$ cat config.mk
export PLATFORM = sky130hd
export DESIGN_NAME = axi_id_allocator
export DESIGN_NICKNAME = d
export VERILOG_FILES = /design/src/rtl/axi_common_pkg.sv /design/src/rtl/axi_id_alloc_find_free.sv /design/src/rtl/axi_id_allocator.sv
export SDC_FILE = /design/constraint.sdc
export NUM_CORES = 1
export LEC_CHECK = 0
export ABC_AREA = 0
export BUFFER_PORTS_ARGS = -buffer_cell sky130_fd_sc_hd__buf_2
export CELL_PAD_IN_SITES_DETAIL_PLACEMENT = 1
export CELL_PAD_IN_SITES_GLOBAL_PLACEMENT = 1
export CORE_MARGIN = 2
export CORE_UTILIZATION = 50
export DETAILED_ROUTE_END_ITERATION = 6
export GPL_TIMING_DRIVEN = 0
export HOLD_SLACK_MARGIN = 0.12
export PLACE_DENSITY_LB_ADDON = 0.1
export SETUP_SLACK_MARGIN = 0.2
export SKIP_LAST_GASP = 1
export SLEW_MARGIN = 20
export SYNTH_ARGS = -nofsm -noshare
export SYNTH_HDL_FRONTEND = slang
export SYNTH_SLANG_ARGS = --single-unit
$ cat constraint.sdc
create_clock -name clk -period 13.7 [get_ports clk]
set_clock_uncertainty 0.2 [all_clocks]
set_input_delay 2.74 -clock clk [delete_from_list [all_inputs] [get_ports clk]]
set_output_delay 2.74 -clock clk [all_outputs]
set_load 0.02 [all_outputs]
$ cat src/rtl/axi_common_pkg.sv
// Shared helpers for the AXI ID-narrowing path.
// axi_id_popcount counts set bits of a mask of up to 32 slots.
package axi_common;

  function automatic logic [31:0] axi_id_popcount(input logic [31:0] mask);
    logic [31:0] sum;
    sum = '0;
    for (int i = 0; i < 32; i++) begin
      sum = sum + {31'b0, mask[i]};
    end
    return sum;
  endfunction

endpackage

$ cat src/rtl/axi_id_alloc_find_free.sv
// Rotating priority encoder: returns the first set bit of i_free_mask found
// when scanning upward from i_start and wrapping modulo 2**IDX_W.
module axi_id_alloc_find_free #(
  parameter int IDX_W = 2
) (
  input  logic [(1<<IDX_W)-1:0] i_free_mask,
  input  logic [IDX_W-1:0]      i_start,
  output logic                  o_found,
  output logic [IDX_W-1:0]      o_idx
);

  localparam int N_SLOTS = 1 << IDX_W;

  logic [IDX_W-1:0] w_cand;

  // Scanning from the far end down lets the smallest offset win last.
  always_comb begin
    o_found = 1'b0;
    o_idx   = '0;
    w_cand  = '0;
    for (int k = N_SLOTS - 1; k >= 0; k--) begin
      w_cand = i_start + IDX_W'(k);
      if (i_free_mask[w_cand]) begin
        o_found = 1'b1;
        o_idx   = w_cand;
      end
    end
  end

endmodule

$ cat src/rtl/axi_id_allocator.sv
// Hands out narrow slave IDs for wide master IDs, keeping one master ID on
// one slot while it has outstanding transactions. Optional macro
// AXI_ID_ALLOC_ROUND_ROBIN_EN selects a round-robin free-slot search.
module axi_id_allocator #(
  parameter int MASTER_ID_WIDTH  = 8,
  parameter int SLAVE_ID_WIDTH   = 2,
  parameter int ACTIVE_CNT_WIDTH = 4
) (
  input  logic                       clk,
  input  logic                       rst,
  input  logic                       req_valid,
  input  logic [MASTER_ID_WIDTH-1:0] req_id,
  output logic                       req_ready,
  output logic [SLAVE_ID_WIDTH-1:0]  req_slave_id,
  input  logic                       rsp_valid,
  input  logic [SLAVE_ID_WIDTH-1:0]  rsp_slave_id,
  output logic [MASTER_ID_WIDTH-1:0] rsp_master_id,
  output logic [SLAVE_ID_WIDTH:0]    free_cnt
);

  import axi_common::*;

  localparam int N_SLOTS = 1 << SLAVE_ID_WIDTH;
  localparam logic [ACTIVE_CNT_WIDTH-1:0] CNT_MAX = '1;

  typedef struct packed {
    logic [MASTER_ID_WIDTH-1:0]  master_id;
    logic [ACTIVE_CNT_WIDTH-1:0] cnt;
  } slot_t;

  slot_t r_slots [N_SLOTS];

  logic [N_SLOTS-1:0]        w_free_mask;
  logic                      w_hit;
  logic [SLAVE_ID_WIDTH-1:0] w_hit_idx;
  logic                      w_hit_full;
  logic                      w_found;
  logic [SLAVE_ID_WIDTH-1:0] w_free_idx;
  logic [SLAVE_ID_WIDTH-1:0] w_start;
  logic [SLAVE_ID_WIDTH-1:0] w_grant_idx;
  logic                      w_fire;
  logic [N_SLOTS-1:0]        w_inc;
  logic [N_SLOTS-1:0]        w_dec;

  // A used slot is one with a nonzero count; at most one can match req_id.
  always_comb begin
    w_free_mask = '0;
    w_hit       = 1'b0;
    w_hit_idx   = '0;
    for (int i = 0; i < N_SLOTS; i++) begin
      w_free_mask[i] = (r_slots[i].cnt == '0);
      if (!w_free_mask[i] && (r_slots[i].master_id == req_id)) begin
        w_hit     = 1'b1;
        w_hit_idx = SLAVE_ID_WIDTH'(i);
      end
    end
  end

  axi_id_alloc_find_free #(
    .IDX_W (SLAVE_ID_WIDTH)
  ) u_find_free (
    .i_free_mask (w_free_mask),
    .i_start     (w_start),
    .o_found     (w_found),
    .o_idx       (w_free_idx)
  );

  // A full hit slot stalls: spilling into another slot would reorder same-ID traffic.
  assign w_hit_full  = (r_slots[w_hit_idx].cnt == CNT_MAX);
  assign w_grant_idx = w_hit ? w_hit_idx : w_free_idx;
  assign req_ready   = req_valid && (w_hit ? !w_hit_full : w_found);
  assign req_slave_id = req_ready ? w_grant_idx : '0;
  assign w_fire      = req_ready;

  assign rsp_master_id = r_slots[rsp_slave_id].master_id;
  assign free_cnt      = (SLAVE_ID_WIDTH+1)'(axi_id_popcount(32'(w_free_mask)));

`ifdef AXI_ID_ALLOC_ROUND_ROBIN_EN
  logic [SLAVE_ID_WIDTH-1:0] r_rr_ptr;

  always_ff @(posedge clk) begin
    if (rst) begin
      r_rr_ptr <= '0;
    end else if (w_fire && !w_hit) begin
      r_rr_ptr <= w_free_idx + SLAVE_ID_WIDTH'(1);
    end
  end

  assign w_start = r_rr_ptr;
`else
  assign w_start = '0;
`endif

  // Completions on a free slot are dropped so the counter never wraps.
  always_comb begin
    w_inc = '0;
    w_dec = '0;
    for (int i = 0; i < N_SLOTS; i++) begin
      w_inc[i] = w_fire && (w_grant_idx == SLAVE_ID_WIDTH'(i));
      w_dec[i] = rsp_valid && (rsp_slave_id == SLAVE_ID_WIDTH'(i)) && !w_free_mask[i];
    end
  end

  always_ff @(posedge clk) begin
    if (rst) begin
      for (int i = 0; i < N_SLOTS; i++) begin
        r_slots[i] <= '0;
      end
    end else begin
      for (int i = 0; i < N_SLOTS; i++) begin
        if (w_inc[i]) begin
          r_slots[i].master_id <= req_id;
        end
        if (w_inc[i] && !w_dec[i]) begin
          r_slots[i].cnt <= r_slots[i].cnt + ACTIVE_CNT_WIDTH'(1);
        end else if (!w_inc[i] && w_dec[i]) begin
          r_slots[i].cnt <= r_slots[i].cnt - ACTIVE_CNT_WIDTH'(1);
        end
      end
    end
  end

endmodule

## Word-level counts from Yosys, hierarchy flattened

Memories as Yosys holds them, arrays and structs flattened.
Cells that the tools add are included.
Widths: inputs -> output; s select.

| word-level totals | value |
|---|---|
| bits in registers | 0 |
| memory bits (writable) | 48 |
| input bits | 14 |
| output and inout bits | 14 |
| logic and storage cells | 151 |
| memories kept | 1 |

Memory list:

| memory | words | width | rd ports | clocked after memory_dff | wr ports | line | source |
|---|---|---|---|---|---|---|---|
| r_slots | 4 | 12 | 6 | 0 | 4 | axi_id_allocator.sv:31 | `slot_t r_slots [N_SLOTS];` |

| cells by class | value |
|---|---|
| add/subtract/negate cells | 11 |
| equal/unequal tests | 11 |
| multiplexer cells | 72 |
| bitwise logic cells | 12 |
| reductions and logical operators | 44 |

Operators by type and width:

| cell | count |
|---|---|
| $mux 1 | 52 |
| $eq 8x8->1 | 4 |
| $mux 4 | 8 |
| $mux 8 | 4 |
| $logic_and 1x1->1 | 25 |
| $add 4x1->4 const B | 4 |
| $logic_not 4->1 | 4 |
| $mux 2 | 8 |
| $sub 4x1->4 const B | 4 |
| $logic_not 1->1 | 13 |
| $or 1x1->1 | 12 |
| $eq 2x2->1 const B | 4 |
| $eq 2x1->1 const B | 2 |
| $eq 4x4->1 const B | 1 |
| $logic_not 2->1 | 2 |
| $add 2x1->3 | 1 |
| $add 3x1->3 | 1 |
| $add 1x1->2 | 1 |

## Logic depth before layout (Yosys ltp)

Gate-level depths: netlist of the first run.
An unclocked memory read counts as a cell.

| depth | value |
|---|---|
| depth in word-level cells | 20 |
| mapped depth | 18 |
| depth with buffers taken out | 17 |

## Hierarchy

A second synthesis of the first run with hierarchy kept.

| unflattened totals | value |
|---|---|
| cell total of the unflattened synthesis | 318 |
| area, all modules | 3552.2 sq um |

By module, submodules not included:

| module | instances | cells each | area an instance (sq um) | sequential area each (sq um) |
|---|---|---|---|---|
| axi_id_allocator | 1 | 305 | 3474.6 | 1441.4 |
| axi_id_alloc_find_free | 1 | 13 | 77.6 | 0.0 |

## Least setup slack after synthesis of the first run

OpenSTA, ideal clock, no wires.

| path | value |
|---|---|
| path kind | in2out |
| from | input req_id[5] |
| to | output req_slave_id[0] |
| data arrival time | 4.480 ns |
| data required time | 10.760 ns |
| path slack | 6.280 ns |
| cell stages on the path | 8 |
| path buffers | 1 |
| path through | buf_2 > xor2_1 > nor4_2 > nand3_1 > or4_1 > o21a_1 > nor3_1 > nor3_1 |

| on the way | value |
|---|---|
| longest elaborated chain between the ends | 11 |

RTL lines:

| item | line | source |
|---|---|---|
| start: declaration | axi_id_allocator.sv:12 | `input logic [MASTER_ID_WIDTH-1:0] req_id,` |
| $eq 8x8->1 | axi_id_allocator.sv:52 | `if (!w_free_mask[i] && (r_slots[i].master_id == req_id)) begin` |
| $logic_and 1x1->1 | axi_id_allocator.sv:52 |  |
| $mux 1 | axi_id_allocator.sv:52 |  |
| $mux 2 (2 in a row) | axi_id_allocator.sv:52 |  |
| $mem_v2 4x12 | -- |  |
| $eq 4x4->1 | axi_id_allocator.sv:69 | `assign w_hit_full = (r_slots[w_hit_idx].cnt == CNT_MAX);` |
| $logic_not 1->1 | axi_id_allocator.sv:71 | `assign req_ready = req_valid && (w_hit ? !w_hit_full : w_found);` |
| $mux 1 | axi_id_allocator.sv:71 |  |
| $logic_and 1x1->1 | axi_id_allocator.sv:71 |  |
| $mux 2 * | axi_id_allocator.sv:72 | `assign req_slave_id = req_ready ? w_grant_idx : '0;` |
| end: declaration | axi_id_allocator.sv:14 | `output logic [SLAVE_ID_WIDTH-1:0] req_slave_id,` |

Every way passes the cells marked *; elsewhere a longest branch is shown, timed or not.

## Final worst setup path of the first run

Same ends and word-level chain as after synthesis.

==> flow_summary.ini, run 1 <==
[critical_path]
cp_max_fo = 8
reg2regPathDepth = 16
ff2ff_setup_slack_ps = 9120
critPathLaunchType = primary input
crit_start = req_id[5]
endpoint_kind = output port
arrival_ps = 4930
required_ps = 10760
setup.worst_path.end = req_slave_id[0]
crit_type = primary input to output port
r2r_start = r_slots[1][0]$_SDFFCE_PN0P_
reg2reg_to = r_slots[2][3]$_SDFFCE_PN0P_

[global_routing]
met3_usage_pct = 3.31
met2_usage_pct = 39.7
grtUsageTotal_pct = 23.0
grt_busiest_layer = met2
met1_usage_pct = 31.0
antenna_found_initial = 0
grt_pass1_wl_mm = 12.8
grt_overflow_total = 0
grt_max_degree = 16
grt_pass1_vias = 2526

[sta]
timing.final.crit_share_pct = 57.4
relSlewSlack_pct = 37.1
timing.final.ws_setup_ps = 5830
setup_viol = 0
fmax_mhz = 127
setup_tns_ps = 0
rsz0062_at_grt = no
hold_slack_ps = 453
min_period_ps = 7870
hold_viol = 0
slew_violations = 0
worst_pin_slew_ps = 936

[clocking]
hold_buffers = 0
cts-root-buf = clkbuf_8
clock_latency_ps = 300
cts_buffer_depth = 2
cts.clk_slew.worst_paths_ps = 90
cts_sinks = 48
htreeDepth = 2
cts_setup_buffers = 0
cts_buffers = 5
cts_tree = done
cts_resized = 0

[synth]
synthCells = 295
yosys_warnings = 0
synth-seq-cells = 48
synthFlopType = edfxtp_1
ys_seq_area_share_pct = 43.9
avgSynthCellArea_um2 = 11.1
synth_edf_count = 48
syn-num-nets = 323
syn_area_um2 = 3280
yosysUniqueCellTypes = 52
async_flop_share_pct = 0

[placement]
dp_hpwl_mm = 5.92
place_inst = 391
preCtsSetupSlack_ps = 5840
io_buffers = 19
place_area_um2 = 3470
gp_congestion = 0.797

[power]
p_total_uw = 393
vdd_drop_max_v = 0.0000585
power_density_nw_per_um2 = 110
leakage_nw = 1.43

[layout]
regArea_um2 = 1440
top_register = r_slots
instances_no_fill = 399
final_cell_mix = 48 x edfxtp_1, 34 x and2_1, 29 x xor2_1
multiInputGateArea_um2 = 1710
antenna_cells = 0
fin_area_um2 = 3570
fillers = 694
top_regs = r_slots: 48 flops
utilization_pct = 56.2
fin_nets = 349
final_common_cell = edfxtp_1
largest_reg_flops = 48
drive_above_1_share_pct = 17.7
syn_to_final_growth_pct = 8.65

[routing]
num_vias = 2296
post_drt_wl_per_cell_um = 19.3
drt-total-wl_mm = 7.72
drtPass1Iterations = 4
via_per_inst = 5.75
drc_errors = 0
first_iter_violations = 64
antenna_left = 0

[die]
row_count = 29
dieArea_um2 = 7230
die_width_um = 85.0
io_pins = 28
core_area_um2 = 6350
die_h_um = 85.0
start_util_pct = 51.7

[outcome]
outcome = completed

[worst_hold_path]
holdCritPathClass = flop to flop

[job]
maxCapViolCount = 0
[critical path: stages]
cell and delay (ps):
buf_2 160, xor2_1 160, nor4_2 370, nand3_1 260, or4_1 580, o21a_1 150, nor3_1 250, nor3_1 80
buf_2 170
[cell usage after synthesis (2+ instances only)]
cell type | instances | area (um^2)
mux2i_1 | 2 | 20.0
nor2_1 | 13 | 48.8
a31o_2 | 2 | 17.5
inv_1 | 16 | 60.1
a21o_1 | 3 | 22.5
buf_2 | 8 | 40.0
nand2b_1 | 6 | 37.5
a21oi_1 | 7 | 35.0
and2_1 | 34 | 213
or2_2 | 3 | 18.8
o21a_1 | 2 | 15.0
nand4_1 | 4 | 25.0
nand3b_1 | 2 | 15.0
clkbuf_1 | 6 | 22.5
fa_1 | 4 | 80.1
a31oi_1 | 2 | 12.5
or4_1 | 2 | 15.0
nor4_1 | 8 | 50.1
nor2b_1 | 2 | 12.5
xnor2_1 | 12 | 105
mux4_2 | 8 | 180
or3_1 | 7 | 43.8
ha_1 | 10 | 125
edfxtp_1 | 48 | 1440
xor2_1 | 29 | 254
nand2_1 | 9 | 33.8
nor3_1 | 17 | 85.1
nand3_1 | 5 | 25.0
[area by class of cell]
cell class                      count  share of cell area, %
Clock buffer                        5                   1.93
Inverter                           16                   1.68
Multi-Input combinational cell    215                   48.0
Tap cell                           77                   2.70
Clock inverter                      3                  0.491
Timing Repair Buffer               19                   2.67
Sequential cell                    48                   40.4
Buffer                             16                   2.07
[power breakdown]
group | leakage [nW] | total [mW] | internal, mW | switching, mW
Clock | 0.0460 | 0.0861 | 0.0358 | 0.0503
Sequential | 0.502 | 0.194 | 0.181 | 0.0135
Combinational | 0.879 | 0.113 | 0.0441 | 0.0686
[worst min path at each step]
stage	startpoint	end	slack, ps	depth (start not counted)
floorplan	r_slots[1][0]$_SDFFCE_PN0P_	r_slots[1][0]$_SDFFCE_PN0P_	390	1
finish	r_slots[1][0]$_SDFFCE_PN0P_	r_slots[1][0]$_SDFFCE_PN0P_	450	1
CTS	r_slots[1][0]$_SDFFCE_PN0P_	r_slots[1][0]$_SDFFCE_PN0P_	460	1
global placement	r_slots[1][0]$_SDFFCE_PN0P_	r_slots[1][0]$_SDFFCE_PN0P_	440	1
detailed placement	r_slots[1][0]$_SDFFCE_PN0P_	r_slots[1][0]$_SDFFCE_PN0P_	450	1
global route	r_slots[1][0]$_SDFFCE_PN0P_	r_slots[1][0]$_SDFFCE_PN0P_	500	1
[kinds of logic (layout without fill, tap and decap cells)]
| kind of cell | Yosys count | after routing | share of synthesized area, % |
|---|---|---|---|
| AOI/OAI and AO/OA | 31 | 31 | 7.82 |
| xor gates and xnor gates | 41 | 41 | 10.9 |
| buffers and inverters | 32 | 59 | 4.08 |
| muxes | 10 | 10 | 6.10 |
| and+or+nand+nor | 119 | 119 | 20.9 |
| adders and majority gates | 14 | 14 | 6.25 |
| DFF | 48 | 48 | 43.9 |
[per-layer routing]
metal	up-vias	wire length, um	share of wire [%]
li1	1113	-	-
met1	1139	3570	46
met2	39	3890	50
met3	5	202	2.6
met4	0	63	0.82
met5	-	0	0
No activity file was read; power rests on OpenSTA's default activity.
==> run 2: changes to the inputs <==
- CORE_UTILIZATION: 50 -> 48
- clock period: 13.7 -> 7.3 ns (I/O delays scaled with it)
==> flow_summary.ini, run 2 (same netlist as run 1, synthesis figures left out) <==
[global_routing]
grtUsageTotal_pct = 22.8
grt_pass1_wl_mm = 12.8
antenna_found_initial = 0
grt_max_degree = 16
grt_pass1_vias = 2423
grt_overflow_total = 0

[clocking]
cts-root-buf = clkbuf_8
cts_buffer_depth = 2
htreeDepth = 2
hold_buffers = 0
clock_latency_ps = 310
cts_setup_buffers = 0
cts_sinks = 48
cts_resized = 0
cts_tree = done
cts_buffers = 5
cts.clk_slew.worst_paths_ps = 100

[sta]
slew_violations = 0
setup_tns_ps = 0
rsz0062_at_grt = no
fmax_mhz = 189
hold_viol = 0
relSlewSlack_pct = 33.0
min_period_ps = 5290
setup_viol = 0
worst_pin_slew_ps = 996
hold_slack_ps = 455
timing.final.crit_share_pct = 72.4

[power]
vdd_drop_max_v = 0.000104
leakage_nw = 1.44
power_density_nw_per_um2 = 217

[critical_path]
reg2reg_to = r_slots[2][3]$_SDFFCE_PN0P_
crit_type = primary input to output port
required_ps = 5640
crit_slowest_cell = or4_1
cp_max_fo = 8
critPathLaunchType = primary input
max_stage_delay_ps = 580
r2r_start = r_slots[2][0]$_SDFFCE_PN0P_
endpoint_kind = output port
arrival_ps = 3630
reg2regPathDepth = 14
path_delay_family = simple AND/OR/NAND/NOR gates
crit_buf_inv = 2
path_cells = buf_2, xor2_1, nor4_2, nand3_1, or4_1, o21a_1, nor3_1, nor3_1, buf_2
ff2ff_setup_slack_ps = 2670

[worst_hold_path]
min_delay_path_depth = 1
holdCritPathClass = flop to flop
hold_start = r_slots[2][0]$_SDFFCE_PN0P_
hold_end = r_slots[2][0]$_SDFFCE_PN0P_

[layout]
antenna_cells = 0
largest_reg_flops = 48
syn_to_final_growth_pct = 9.53
fin_nets = 349
top_regs = r_slots: 48 flops
fin_area_um2 = 3590
fillers = 733
final_common_cell = edfxtp_1
top_register = r_slots
drive_above_1_share_pct = 17.7
final_cell_mix = 48 x edfxtp_1, 34 x and2_1, 29 x xor2_1

[routing]
via_per_inst = 5.72
drt-total-wl_mm = 7.95
drc_errors = 0
antenna_left = 0
post_drt_wl_per_cell_um = 19.8
num_vias = 2298
drtPass1Iterations = 4
first_iter_violations = 109

[die]
die_width_um = 86.7
start_util_pct = 48.8
core_area_um2 = 6720
dieArea_um2 = 7510
die_h_um = 86.7
row_count = 30
io_pins = 28

[placement]
place_area_um2 = 3480
gp_congestion = 0.841
dp_hpwl_mm = 6.02
io_buffers = 19

[job]
maxCapViolCount = 0

[outcome]
outcome = completed
run 2: cell count changes in the layout (fill, tap and decap cells not counted):
cell / before / now
bufinv_16: 0 / 1
clkinv_2: 1 / 0
clkinv_4: 0 / 1
inv_6: 1 / 0
run 2: where the power goes:
group | switching [mW] | internal [mW]
registers | 0.0254 | 0.340
logic | 0.129 | 0.0822
clock network | 0.100 | 0.102
total | 0.255 | 0.524
run 2: how the worst max path moves through the flow:
stage                     startpoint                           to  depth (start not counted)  slack (ps)
after floorplan            req_id[6]  r_slots[2][3]$_SDFFCE_PN0P_                         17        2340
after global routing       req_id[5]  r_slots[2][3]$_SDFFCE_PN0P_                         17        1710
after global placement     req_id[3]  r_slots[2][3]$_SDFFCE_PN0P_                         16        1750
final                      req_id[5]              req_slave_id[0]                          9        2010
after detailed placement   req_id[5]  r_slots[2][3]$_SDFFCE_PN0P_                         17        1690
after CTS                  req_id[5]  r_slots[2][3]$_SDFFCE_PN0P_                         17        2000
run 2: cell type report:
type	count	area [um^2]	area share (%)
Inverter	16	60.1	1.67
Clock buffer	5	68.8	1.91
Clock inverter	3	42.5	1.18
Buffer	16	73.8	2.05
Sequential cell	48	1440	40.1
Timing Repair Buffer	19	95.1	2.65
Multi-Input combinational cell	215	1710	47.7
Tap cell	80	100	2.78
run 2: stage by stage:
step / power [mW] / setup WS (ps) / cells / utilization, %
after floorplan: 0.522 / 2340 / 295 / -
after global placement: 0.576 / 1750 / 394 / 51.8
after detailed placement: 0.584 / 1690 / 394 / 51.8
after CTS: 0.782 / 2000 / 402 / 53.5
after global routing: 0.816 / 1710 / 402 / 53.5
final: 0.779 / 2010 / 402 / 53.5
run 2: routing by layer:
metal  global-route usage [%]  up-vias  part of all wire (%)
met1                     30.0     1137                    45
met5                        0        -                     0
met2                     39.1       38                    51
li1                         -     1115                     -
met3                     3.71        8                   3.2
met4                     6.25        0                   1.3
